**src/rtl/cm_pkg.sv**
```systemverilog
// Shared definitions for the CM window counter: boundary-mode encodings and default axis widths.
package cm_pkg;

  typedef enum logic {
    CM_WIN_STRICT    = 1'b0,
    CM_WIN_INCLUSIVE = 1'b1
  } cm_win_mode_e;

  localparam int CM_H_WIDTH_DEF = 11;
  localparam int CM_V_WIDTH_DEF = 10;

endpackage

```
**src/rtl/cm_axis_window.sv**
```systemverilog
// One axis of the window counter: saturating position counter, porch shadow and in-window compare.
// With CM_WINDOW_COUNTER_ERR_EN defined, also reports saturation and degenerate porch loads.
module cm_axis_window
  import cm_pkg::*;
#(
  parameter int           WIDTH = CM_H_WIDTH_DEF,
  parameter cm_win_mode_e MODE  = CM_WIN_STRICT
) (
  input  logic             clk,
  input  logic             rst,
  input  logic             clr,
  input  logic             inc,
  input  logic             load,
  input  logic [WIDTH-1:0] back_porch,
  input  logic [WIDTH-1:0] front_porch,
`ifdef CM_WINDOW_COUNTER_ERR_EN
  output logic             sat,
  output logic             degen_load,
`endif
  output logic             in_win
);

  localparam logic [WIDTH-1:0] CNT_MAX = '1;

  logic [WIDTH-1:0] cnt_q, cnt_d;
  logic [WIDTH-1:0] back_q, back_d;
  logic [WIDTH-1:0] front_q, front_d;
  logic [WIDTH-1:0] back_eff, front_eff;

  always_comb begin
    cnt_d = cnt_q;
    if (clr) begin
      cnt_d = '0;
    end else if (inc && (cnt_q != CNT_MAX)) begin
      cnt_d = cnt_q + 1'b1;
    end
  end

  // The load cycle compares against the incoming porches, not the stale shadow.
  always_comb begin
    back_d    = load ? back_porch  : back_q;
    front_d   = load ? front_porch : front_q;
    back_eff  = back_d;
    front_eff = front_d;
    if (MODE == CM_WIN_INCLUSIVE) begin
      in_win = (cnt_q >= back_eff) && (cnt_q <= front_eff);
    end else begin
      in_win = (cnt_q > back_eff) && (cnt_q < front_eff);
    end
  end

  always_ff @(posedge clk) begin
    if (rst) begin
      cnt_q   <= '0;
      back_q  <= '0;
      front_q <= '0;
    end else begin
      cnt_q   <= cnt_d;
      back_q  <= back_d;
      front_q <= front_d;
    end
  end

`ifdef CM_WINDOW_COUNTER_ERR_EN
  logic [WIDTH:0] back_p1;

  // Widened by one bit so a back porch of all-ones still reads as degenerate.
  always_comb begin
    back_p1 = {1'b0, back_porch} + {{WIDTH{1'b0}}, 1'b1};
    sat     = inc && !clr && (cnt_q == CNT_MAX);
    if (MODE == CM_WIN_INCLUSIVE) begin
      degen_load = load && (front_porch < back_porch);
    end else begin
      degen_load = load && ({1'b0, front_porch} <= back_p1);
    end
  end
`endif

endmodule

```
**src/rtl/cm_window_counter.sv**
```systemverilog
// 2-D active-window position counter: qualifies col/row inside the programmed porches and pulses line/frame ends.
// Optional sticky err output is built when CM_WINDOW_COUNTER_ERR_EN is defined.
module cm_window_counter
  import cm_pkg::*;
#(
  parameter int H_WIDTH   = CM_H_WIDTH_DEF,
  parameter int V_WIDTH   = CM_V_WIDTH_DEF,
  parameter int INCLUSIVE = 0
) (
  input  logic               clk,
  input  logic               rst,
  input  logic [H_WIDTH-1:0] h_back_porch,
  input  logic [H_WIDTH-1:0] h_front_porch,
  input  logic [V_WIDTH-1:0] v_back_porch,
  input  logic [V_WIDTH-1:0] v_front_porch,
  input  logic               hsync,
  input  logic               vsync,
`ifdef CM_WINDOW_COUNTER_ERR_EN
  output logic               err,
`endif
  output logic               valid,
  output logic [H_WIDTH-1:0] col,
  output logic [V_WIDTH-1:0] row,
  output logic               line_end,
  output logic               frame_end
);

  localparam cm_win_mode_e MODE = (INCLUSIVE != 0) ? CM_WIN_INCLUSIVE : CM_WIN_STRICT;

  logic               hsync_prev_q, hsync_prev_d;
  logic               vsync_prev_q, vsync_prev_d;
  logic               valid_q, valid_d;
  logic [H_WIDTH-1:0] col_q, col_d;
  logic [V_WIDTH-1:0] row_q, row_d;
  logic               line_end_q, line_end_d;
  logic               frame_end_q, frame_end_d;

  logic h_rise, v_rise, line_done;
  logic h_clr, v_clr, v_inc;
  logic h_in, v_in, valid_nxt;

  assign h_rise    = hsync & ~hsync_prev_q;
  assign v_rise    = vsync & ~vsync_prev_q;
  assign line_done = hsync_prev_q & ~hsync;
  assign h_clr     = ~hsync;
  assign v_clr     = ~vsync;
  assign v_inc     = vsync & line_done;

`ifdef CM_WINDOW_COUNTER_ERR_EN
  logic h_sat, v_sat, h_degen, v_degen;
  logic err_q, err_d;
`endif

  cm_axis_window #(
    .WIDTH (H_WIDTH),
    .MODE  (MODE)
  ) u_h_axis (
    .clk         (clk),
    .rst         (rst),
    .clr         (h_clr),
    .inc         (hsync),
    .load        (h_rise),
    .back_porch  (h_back_porch),
    .front_porch (h_front_porch),
`ifdef CM_WINDOW_COUNTER_ERR_EN
    .sat         (h_sat),
    .degen_load  (h_degen),
`endif
    .in_win      (h_in)
  );

  cm_axis_window #(
    .WIDTH (V_WIDTH),
    .MODE  (MODE)
  ) u_v_axis (
    .clk         (clk),
    .rst         (rst),
    .clr         (v_clr),
    .inc         (v_inc),
    .load        (v_rise),
    .back_porch  (v_back_porch),
    .front_porch (v_front_porch),
`ifdef CM_WINDOW_COUNTER_ERR_EN
    .sat         (v_sat),
    .degen_load  (v_degen),
`endif
    .in_win      (v_in)
  );

  // A line that ends on the same edge vsync drops still counts as a line of this frame.
  always_comb begin
    valid_nxt    = hsync & vsync & h_in & v_in;
    hsync_prev_d = hsync;
    vsync_prev_d = vsync;
    valid_d      = valid_nxt;
    col_d        = '0;
    if (valid_nxt && valid_q) begin
      col_d = col_q + 1'b1;
    end
    row_d = row_q;
    if (!vsync) begin
      row_d = '0;
    end else if (line_done && v_in) begin
      row_d = row_q + 1'b1;
    end
    line_end_d  = line_done & vsync_prev_q;
    frame_end_d = vsync_prev_q & ~vsync;
  end

  always_ff @(posedge clk) begin
    if (rst) begin
      hsync_prev_q <= 1'b0;
      vsync_prev_q <= 1'b0;
      valid_q      <= 1'b0;
      col_q        <= '0;
      row_q        <= '0;
      line_end_q   <= 1'b0;
      frame_end_q  <= 1'b0;
    end else begin
      hsync_prev_q <= hsync_prev_d;
      vsync_prev_q <= vsync_prev_d;
      valid_q      <= valid_d;
      col_q        <= col_d;
      row_q        <= row_d;
      line_end_q   <= line_end_d;
      frame_end_q  <= frame_end_d;
    end
  end

`ifdef CM_WINDOW_COUNTER_ERR_EN
  always_comb begin
    err_d = err_q | h_sat | v_sat | h_degen | v_degen;
  end

  always_ff @(posedge clk) begin
    if (rst) begin
      err_q <= 1'b0;
    end else begin
      err_q <= err_d;
    end
  end

  assign err = err_q;
`endif

  assign valid     = valid_q;
  assign col       = col_q;
  assign row       = row_q;
  assign line_end  = line_end_q;
  assign frame_end = frame_end_q;

endmodule

```
**config.mk**
```make
export PLATFORM = sky130hd
export DESIGN_NAME = cm_window_counter
export DESIGN_NICKNAME = d
export VERILOG_FILES = /design/src/rtl/cm_pkg.sv /design/src/rtl/cm_axis_window.sv /design/src/rtl/cm_window_counter.sv
export SDC_FILE = /design/constraint.sdc
export NUM_CORES = 1
export LEC_CHECK = 0
export CELL_PAD_IN_SITES_DETAIL_PLACEMENT = 2
export CELL_PAD_IN_SITES_GLOBAL_PLACEMENT = 2
export CORE_MARGIN = 4
export CORE_UTILIZATION = 33
export CTS_CLUSTER_SIZE = 28
export DETAILED_ROUTE_END_ITERATION = 6
export PLACE_DENSITY = 0.75
export SETUP_SLACK_MARGIN = 0.4
export SLEW_MARGIN = 20
export SYNTH_ARGS = -nofsm -noshare
export SYNTH_HDL_FRONTEND = slang
export SYNTH_SLANG_ARGS = --single-unit
```
**constraint.sdc**
```tcl
create_clock -name clk -period 4.7 [get_ports clk]
set_clock_uncertainty 0.2 [all_clocks]
set_input_delay 0.94 -clock clk [delete_from_list [all_inputs] [get_ports clk]]
set_output_delay 0.94 -clock clk [all_outputs]
set_load 0.01 [all_outputs]
```
==> results_dict.tcl, run 1 <==
set metrics [dict create \
    holdBufCountCts 0 \
    globalplace.congestion 0.7508 \
    grt_antenna_before_repair 0 \
    place_area_mm2 0.005255 \
    swShare_pct 22.86 \
    cp-startpoint "vsync" \
    outcome "finished clean" \
    cp-start-kind "input port" \
    dr.first_iter.drc_count 127 \
    rows 41 \
    criticalPathCategory "input port to register" \
    met2_length_um 6948 \
    hold_path_depth 2 \
    n_antenna_cell 0 \
    fin_ws_ns 0.6334 \
    die-area_mm2 0.01505 \
    num_io_pins 70 \
    holdWs_ns 0.2822 \
    r2r_end "col[2]" \
    die_width_um 122.7 \
    synth-edff-count 0 \
    crit_arrival_ns 4.11 \
    grt_max_degree 45 \
    cap_violations 0 \
    grt.overflow.total 0 \
    cp_data_required_time_ns 4.74 \
    grt_pass1_wl_um 21200 \
    antenna_left 0 \
    netlist.top_cell.by_area "dfxtp_1" \
    pwr-share-clk_pct 46.1 \
    synth_area_leaders "dfxtp_1, ha_1, mux2i_1" \
    place_ws_ns -0.01496 \
    reg2reg_slack_ns 1.35 \
    clock-sinks 89 \
    synth_ff_type "dfxtp_1" \
    avgSynthCellArea_um2 9.518 \
    setup_viol 0 \
    p_leak_nw 2.332 \
    nNetsFinal 622 \
    fmax_mhz 245.9 \
    post-route-cell-area_mm2 0.005639 \
    endpoint_kind "register" \
    clkTransAtPathRegs_ns 0.06 \
    port_buffers 69 \
    ys_warn_count 0 \
    fin_crit_ns 4.067 \
    min_path_type "register to register" \
    crit_fanout 13 \
    synth_seq_cells 89 \
    clk-insertion-delay-late_ns 0.35 \
    ys_async_sr_fraction_pct 0 \
    finalWirelength_um 12880 \
    min_to "col[1]" \
    vias_per_cell 5.164 \
    area_growth_pct 29.92 \
    synth_seq_area_share_pct 41.05 \
    die_h_um 122.7 \
    drv_slew 0 \
    rsz0062_at_grt "yes" \
    place_inst 689 \
    p_comb_share_pct 10.8 \
    syn_area_mm2 0.004340 \
    start_util_pct 33.98 \
    grt_usage_pct 18.23 \
    postSynthCellCount 456 \
    synthDistinctLibCells 44 \
    vias 3661 \
    drt_pass1_iterations 4 \
    routed.top_layer "met4" \
    reg2reg_from "vsync_prev_q" \
    m1WireLength_um 5408 \
    syn_nets 546 \
    synth_top_cell_area_share_pct 41.05 \
    drc 0 \
    slew_headroom_pct 54.85 \
    layout-drive-gt1-share_pct 7.635 \
    power.density_mw_per_mm2 322.7 \
    final_cells 709 \
    reg2reg_depth 11 \
    final_hold_viol_count 0 \
    cts_root_buffer "clkbuf_16" \
    min_period_over_period_pct 86.52 \
    peakVddDrop_uv 261.4 \
    grt_pass1_vias 4166 \
    route.met3.wl_um 372 \
    worstHoldStart "valid" \
    cts-buffers-inserted 9 \
    switchingPower_mw 0.4160 \
    clockBufferDepth 2 \
    coreArea_mm2 0.01277 \
    hpwl_um 9639 \
    worstMarginPinSlew_ns 0.6749 \
    intPower_mw 1.404 \
    seqPwrFrac_pct 43.2 \
    cts_tree "done" \
    cts_htree_levels 3 \
    wl_per_cell_um 18.17 \
]
## stage by stage
stage          utilization [%]   TNS [ns]  power (mW)
2_1_floorplan                -          0      0.9106
3_3_place_gp             41.05  -0.006055      0.9836
3_5_place_dp             41.14   -0.01919      0.9966
4_1_cts                  43.87          0       1.843
5_1_grt                  44.15          0       1.910
6_report                 44.15          0       1.820
## synth_stat cells (4+ instances only)
master,count
dfxtp_1,89
nor2_1,72
ha_1,44
mux2i_1,43
a21oi_1,18
nand3_1,17
nand4_1,17
xor2_1,17
nand2_1,14
clkbuf_1,13
nor4_1,11
nor3_1,9
o31ai_1,8
xnor2_1,7
a21o_1,6
and3_1,6
inv_1,6
or4_1,6
a211oi_1,5
buf_2,5
nand2b_1,5
o21ai_0,5
and4_1,4
## worst max path at each step
stage	endpoint	slack (ns)	depth (start not counted)
final	col[2]	0.63	12
after global routing	col[2]	0.39	12
after CTS	col[2]	0.47	11
after detailed placement	col[2]	-0.01	11
after global placement	row[1]	-0.006	10
after floorplan	col[3]	0.72	12
## cell type report
class | count | area (µm²)
Multi-Input combinational cell | 340 | 2465
Fill cell | 1354 | 7134
Inverter | 8 | 30.03
Clock buffer | 10 | 239.0
Clock inverter | 6 | 105.1
Sequential cell | 89 | 1782
Tap cell | 172 | 215.2
Timing Repair Buffer | 84 | 803.3
## kinds of logic after synthesis
kind of cell / share of synthesized area, %
and+or+nand+nor: 20.09
AOI/OAI and AO/OA: 7.985
buffers and inverters: 2.652
xor gates and xnor gates: 4.843
adders and majority gates: 12.68
muxes: 10.69
DFF: 41.05
## repair_timing
action / in CTS / in global routing
pin swaps: 0 / 0
cloned: 0 / 0
resized for setup: 1 / 1
endpoints found under the setup margin: 2 / 13
buffers inserted: 0 / 4
## placed cells by master, fill, tap and decap left out, types with 2 or more instances in the layout
master / n
mux2i_1: 43
ha_1: 44
nor2b_1: 3
xnor2_1: 7
a41oi_1: 2
and3_1: 6
or4_1: 6
nand2_1: 14
clkdlybuf4s50_1: 69
nand2b_1: 5
or2_2: 2
nor3_1: 9
bufinv_16: 3
o21ai_0: 5
dfxtp_1: 89
and4_1: 4
inv_1: 6
mux2_2: 3
clkbuf_16: 9
o31ai_1: 8
buf_4: 15
nor4_1: 11
a21oi_1: 18
o21a_1: 2
a21o_1: 6
xor2_1: 17
nor2_1: 72
a211oi_1: 4
nand3b_1: 2
nand3_1: 17
nand4_1: 17
clkinv_2: 3
## routing by layer
metal / track usage (%) / vias to the layer above
li1: - / 1796
met1: 20.56 / 1811
met2: 33.82 / 43
met3: 4.839 / 11
met5: 0 / -
met4: 4.549 / 0
## critical path, cell delays in order
cell and delay (ns):
clkdlybuf4s50_1 0.49, nand2b_4 0.22, buf_4 0.21, buf_4 0.19, mux2i_1 0.26, ha_1 0.28
a21oi_1 0.15, o21a_1 0.13, nor2_1 0.06, or2_1 0.37, or2_2 0.49, nor4_1 0.30
## flip-flops by register name, indices dropped and copies added, names as in the netlist, 10 cells and up
signal and flops:
u_v_axis.back_q 10, u_v_axis.front_q 10, u_v_axis.cnt_q 10, u_h_axis.front_q 11, u_h_axis.back_q 11, u_h_axis.cnt_q 11, row 10, col 11
## power by group through the flow
stage          clock, mW  combinational [mW]  sequential [mW]
4_1_cts            0.860               0.198            0.786
6_report           0.838               0.196            0.786
5_1_grt            0.903               0.219            0.788
2_1_floorplan          0               0.111            0.800
3_5_place_dp           0               0.193            0.803
3_3_place_gp           0               0.182            0.801
Power figures use the tool's default switching activity.
==> inputs of run 2 (changes only) <==
ABC_AREA = 1   (was default)
CORE_UTILIZATION = 32   (was 33)
MAX_ROUTING_LAYER = met4   (was default)
PLACE_DENSITY = 0.76   (was 0.75)
==> results_dict.tcl, run 2 <==
set metrics [dict create \
    vias_per_cell 4.928 \
    synth_area_leaders "dfxtp_1, ha_1, nand2_1" \
    postSynthCellCount 604 \
    die-area_mm2 0.01700 \
    syn_area_mm2 0.004793 \
    post-route-util_pct 40.94 \
    final_common_cell "nand2_1" \
    synth_top_cell_area_share_pct 37.17 \
    syn_nets 694 \
    fin_ws_ns 0.9209 \
    clk-insertion-delay-late_ns 0.35 \
    antenna_left 0 \
    vias 4248 \
    nNetsFinal 764 \
    cts_tree "done" \
    m1WireLength_um 5942 \
    cts-resized-gates 0 \
    reg2reg_slack_ns 1.69 \
    cts_htree_levels 3 \
    drv_slew 0 \
    post-route-cell-area_mm2 0.005973 \
    yosysMostFrequentCell "nand2_1" \
    endpoint_kind "register" \
    reg2reg_from "vsync_prev_q" \
    die_width_um 130.4 \
    coreArea_mm2 0.01459 \
    hold_path_depth 1 \
    outcome "finished clean" \
    criticalPathCategory "input port to register" \
    setup_viol 0 \
    drc 0 \
    dr.first_iter.drc_count 117 \
    crit_arrival_ns 3.85 \
    grt_antenna_before_repair 0 \
    path_buf_inv 2 \
    grt_pass1_wl_um 23370 \
    power.density_mw_per_mm2 294.4 \
    wl_per_cell_um 16.37 \
    min_path_type "register to register" \
    drt_pass1_iterations 4 \
    cts-buffers-inserted 9 \
    grt_usage_pct 17.92 \
    fin_crit_ns 3.779 \
    place_ws_ns 0.4925 \
    synth-edff-count 0 \
    clock-sinks 89 \
    synthDistinctLibCells 32 \
    p_leak_nw 2.660 \
    netlist.top_cell.by_area "dfxtp_1" \
    die_h_um 130.4 \
    routed.top_layer "met4" \
    crit_slowest_cell "clkdlybuf4s50_1" \
    worstMarginPinSlew_ns 0.5477 \
    fmax_mhz 264.6 \
    peakVddDrop_uv 205.6 \
    synth_ff_type "dfxtp_1" \
    layout-drive-gt1-share_pct 7.522 \
    holdWs_ns 0.2981 \
    hpwl_um 10810 \
    cp_data_required_time_ns 4.77 \
    reg2reg_depth 14 \
    area_growth_pct 24.62 \
    cap_violations 0 \
    cts_root_buffer "clkbuf_16" \
    holdBufCountCts 0 \
    ys_async_sr_fraction_pct 0 \
    globalplace.congestion 0.7808 \
    ys_warn_count 0 \
    clockBufferDepth 2 \
    start_util_pct 32.86 \
    grt_pass1_vias 4729 \
    setup_tns_ns 0 \
    crit_fanout 21 \
    synth_seq_area_share_pct 37.17 \
    rsz0062_at_grt "no" \
    cp-start-kind "input port" \
    min_period_over_period_pct 80.41 \
    grt.overflow.total 0 \
    worstHoldStart "col[0]" \
    synth_seq_cells 89 \
    rows 44 \
    synth_common_cells "nand2_1, dfxtp_1, nor2_1" \
    place_area_mm2 0.005664 \
    post-cts-setup-buffer-count 0 \
    slew_headroom_pct 63.26 \
    n_antenna_cell 0 \
    min_to "col[0]" \
    clkTransAtPathRegs_ns 0.06 \
    final_hold_viol_count 0 \
    crit_chain "clkdlybuf4s50_1 -> nand2_1 -> buf_4 -> mux2i_1 -> ha_1 -> nand2_2 -> nor2_4 -> nand3b_1 -> nand2_1 -> nor2_1 -> nand2_1 -> nor2_4 -> nand4_2 -> nor2_1" \
    fillerInstances 1651 \
    layout_common_cells "nand2_1, dfxtp_1, nor2_1" \
    grt_max_degree 46 \
    num_io_pins 70 \
    port_buffers 69 \
    avgSynthCellArea_um2 7.936 \
    slowest_delay_ns 0.50 \
    crit_family "simple AND/OR/NAND/NOR gates" \
    r2r_end "col[10]" \
    route.met3.wl_um 411 \
    crit_top_cell "nand2_1" \
    met2_length_um 7561 \
    finalWirelength_um 14110 \
]
run 2: changes by cell type after synthesis, moves of 6 or more:
cell | previous run | this run
nor4_1 | 11 | 0
nor2_1 | 72 | 81
a21oi_1 | 18 | 32
inv_1 | 6 | 53
clkbuf_1 | 13 | 6
nand2_1 | 14 | 121
xnor2_1 | 7 | 13
nor2_2 | 0 | 12
o31ai_1 | 8 | 0
or4_1 | 6 | 0
nand3_1 | 17 | 28
run 2: per-stage QoR:
stage          power, mW  instances
2_1_floorplan     0.9271        604
3_3_place_gp      0.9992        847
3_5_place_dp       1.013        847
4_1_cts            1.790        862
5_1_grt            1.854        862
6_report           1.759        862
run 2: worst max-delay path by stage:
stage	slack (ns)	end	startpoint	cells after the start
after floorplan	1.62	col[0]	hsync	14
after global placement	0.66	row[1]	vsync	12
after detailed placement	0.49	col[10]	vsync	14
after CTS	0.83	col[10]	vsync	14
after global routing	0.67	col[10]	vsync	14
final	0.92	col[10]	vsync	14
run 2: logic make-up after synthesis:
group / count (synthesis) / synth area share (%)
simple gates: 288 / 27.25
buf+inv: 73 / 6.186
mux: 38 / 7.935
flops: 89 / 37.17
xor+xnor: 28 / 5.116
fa+ha+maj: 44 / 11.49
compound gates: 44 / 4.855
run 2: where the power goes:
| part | total, mW | switching, mW | leakage [nW] | internal, mW |
|---|---|---|---|---|
| Clock | 0.766 | 0.306 | 0.155 | 0.461 |
| Combinational | 0.207 | 0.118 | 1.78 | 0.0894 |
| Sequential | 0.785 | 0.00717 | 0.725 | 0.778 |
run 2: layer usage:
metal,up-vias,track usage [%]
met1,2089,19.76
met4,0,3.630
li1,2105,-
met2,39,33.01
met3,15,4.187
met5,-,-
run 2: worst register-to-register path, stage by stage, from the launching register on:
cell and delay (ns):
dfxtp_1 0.31, inv_1 0.06, nand2_1 0.06, buf_4 0.32, mux2i_1 0.37, ha_1 0.30
nand2_2 0.09, nor2_4 0.06, nand3b_1 0.12, nand2_1 0.06, nor2_1 0.10, nand2_1 0.12
nor2_4 0.18, nand4_2 0.36, nor2_1 0.21
run 2: layout make-up:
| class | instances | area, µm² | area share, % |
|---|---|---|---|
| multi-input cells | 442 | 2715 | 45.45 |
| clock buffers | 9 | 225.2 | 3.770 |
| clock inverters | 6 | 83.83 | 1.403 |
| inverters | 59 | 221.5 | 3.708 |
| well taps | 184 | 230.2 | 3.854 |
| flip-flops and latches | 89 | 1782 | 29.83 |
| repair buffers | 73 | 715.7 | 11.98 |
==> inputs of run 3 (changes only) <==
clock period = 3.8 ns   (was 4.7 ns; I/O delays follow)
==> results_dict.tcl, run 3 (synthesized netlist as in run 2, its figures left out) <==
set metrics [dict create \
    outcome "finished clean" \
    p_leak_nw 2.700 \
    layout-drive-gt1-share_pct 8.638 \
    drt_pass1_iterations 4 \
    grt_pass1_vias 4658 \
    area_growth_pct 26.78 \
    place_inst 850 \
    cp_data_required_time_ns 3.84 \
    nNetsFinal 768 \
    crit_arrival_ns 3.21 \
    cts_htree_levels 3 \
    peakVddDrop_uv 229.5 \
    finalWirelength_um 14430 \
    cts-buffers-inserted 9 \
    port_buffers 69 \
    die_width_um 130.4 \
    die_h_um 130.4 \
    grt_antenna_before_repair 0 \
    grt.overflow.total 0 \
    worstMarginPinSlew_ns 0.5335 \
    min_path_type "register to register" \
    clk-insertion-delay-late_ns 0.35 \
    cp-start-kind "input port" \
    seq_area_mm2 0.001782 \
    setup_viol 0 \
    multi_input_area_mm2 0.002744 \
    grt_usage_pct 18.00 \
    final_hold_viol_count 0 \
    coreArea_mm2 0.01459 \
    globalplace.congestion 0.8049 \
    p_comb_share_pct 12.4 \
    clock-sinks 89 \
    die-area_mm2 0.01700 \
    slew_headroom_pct 64.22 \
    hpwl_um 11090 \
    cts_root_buffer "clkbuf_16" \
    endpoint_kind "register" \
    pwr-share-clk_pct 43.0 \
    switchingPower_mw 0.5351 \
    drv_slew 0 \
    rsz0062_at_grt "no" \
    final_cells 867 \
    fmax_mhz 315.3 \
    vias_per_cell 4.908 \
    swShare_pct 24.53 \
    power_mw 2.182 \
    min_period_over_period_pct 83.46 \
    power.density_mw_per_mm2 359.0 \
    layout_common_cells "nand2_1, dfxtp_1, nor2_1" \
    grt_max_degree 38 \
    wl_per_cell_um 16.65 \
    dr.first_iter.drc_count 93 \
    holdBufCountCts 0 \
    cts_tree "done" \
    seqPwrFrac_pct 44.6 \
    fin_crit_ns 3.171 \
    crit_fanout 23 \
    cap_violations 0 \
    vias 4255 \
    num_io_pins 70 \
    fillerInstances 1636 \
    start_util_pct 32.86 \
    antenna_left 0 \
    clkTransAtPathRegs_ns 0.06 \
    setup_tns_ns 0 \
    final_common_cell "nand2_1" \
    criticalPathCategory "input port to register" \
    intPower_mw 1.646 \
    drc 0 \
    n_antenna_cell 0 \
    grt_pass1_wl_um 23220 \
    clockBufferDepth 2 \
    rows 44 \
]
==> run 3: cell count changes in the layout (fill, tap and decap cells not counted), sizes merged <==
cell,previous run,this run
buf,5,8
clkinv,5,2
bufinv,2,1
dlymetal6s2s,0,1
clkbuf,9,15
clkdlybuf4s50,68,67
==> run 3: what timing repair did <==
| action | CTS | global route |
|---|---|---|
| setup endpoints to repair | 0 | 21 |
| gates resized for setup | 0 | 9 |
| setup buffers | 0 | 0 |
==> run 3: path summary, 6_finish.rpt <==
check	from	endpoint	slack, ns	cells after the start
worst max register to register	vsync_prev_q	col[2]	1.08	15
worst max-delay path	hsync	col[10]	0.63	15
worst min-delay path	u_h_axis.back_q[3]	u_h_axis.back_q[3]	0.30	2
worst min register to register	u_h_axis.back_q[3]	u_h_axis.back_q[3]	0.30	2
==> run 3: stage by stage <==
step           setup slack [ns]  cell area (µm²)  util (%)  hold slack [ns]
6_report                 0.6286             6077     41.66           0.2971
5_1_grt                  0.4544             6077     41.66           0.3119
4_1_cts                  0.5283             6021     41.27           0.2946
3_5_place_dp             0.1564             5712     39.15           0.2777
3_3_place_gp             0.2767             5712     39.15           0.2564
2_1_floorplan            0.9036             4793         -           0.2537
==> run 3: final cells by class <==
class / count / share of cell area [%]
Inverter: 59 / 3.644
Multi-Input combinational cell: 442 / 45.15
Timing Repair Buffer: 77 / 13.01
Tap cell: 184 / 3.788
Clock inverter: 2 / 0.5765
Sequential cell: 89 / 29.32
Clock buffer: 14 / 4.509
==> run 3: per-layer routing <==
layer | vias to the layer above | track usage, % | routed length (µm)
met5 | - | - | 0
met4 | 0 | 3.630 | 150
met3 | 12 | 4.553 | 364
met2 | 41 | 33.22 | 7730
met1 | 2087 | 19.59 | 6189
li1 | 2115 | - | -
==> run 3: worst max-delay path: stages <==
cell and delay (ns):
clkdlybuf4s50_1 0.46, nand2_1 0.14, buf_12 0.21, mux2i_1 0.30
ha_1 0.30, nand2_1 0.08, nor2_1 0.05, and2_1 0.16
nand2_1 0.09, nand3_1 0.08, nand2_1 0.13, inv_1 0.07
nand4_2 0.09, buf_4 0.22, nor2_1 0.05
==> run 3: power groups by stage <==
stage / clock network [mW] / registers, mW / logic [mW]
after floorplan: 0 / 0.990 / 0.157
after global placement: 0 / 0.991 / 0.250
after detailed placement: 0 / 0.993 / 0.265
after CTS: 0.972 / 0.972 / 0.270
after global routing: 1.02 / 0.975 / 0.307
final: 0.938 / 0.972 / 0.271
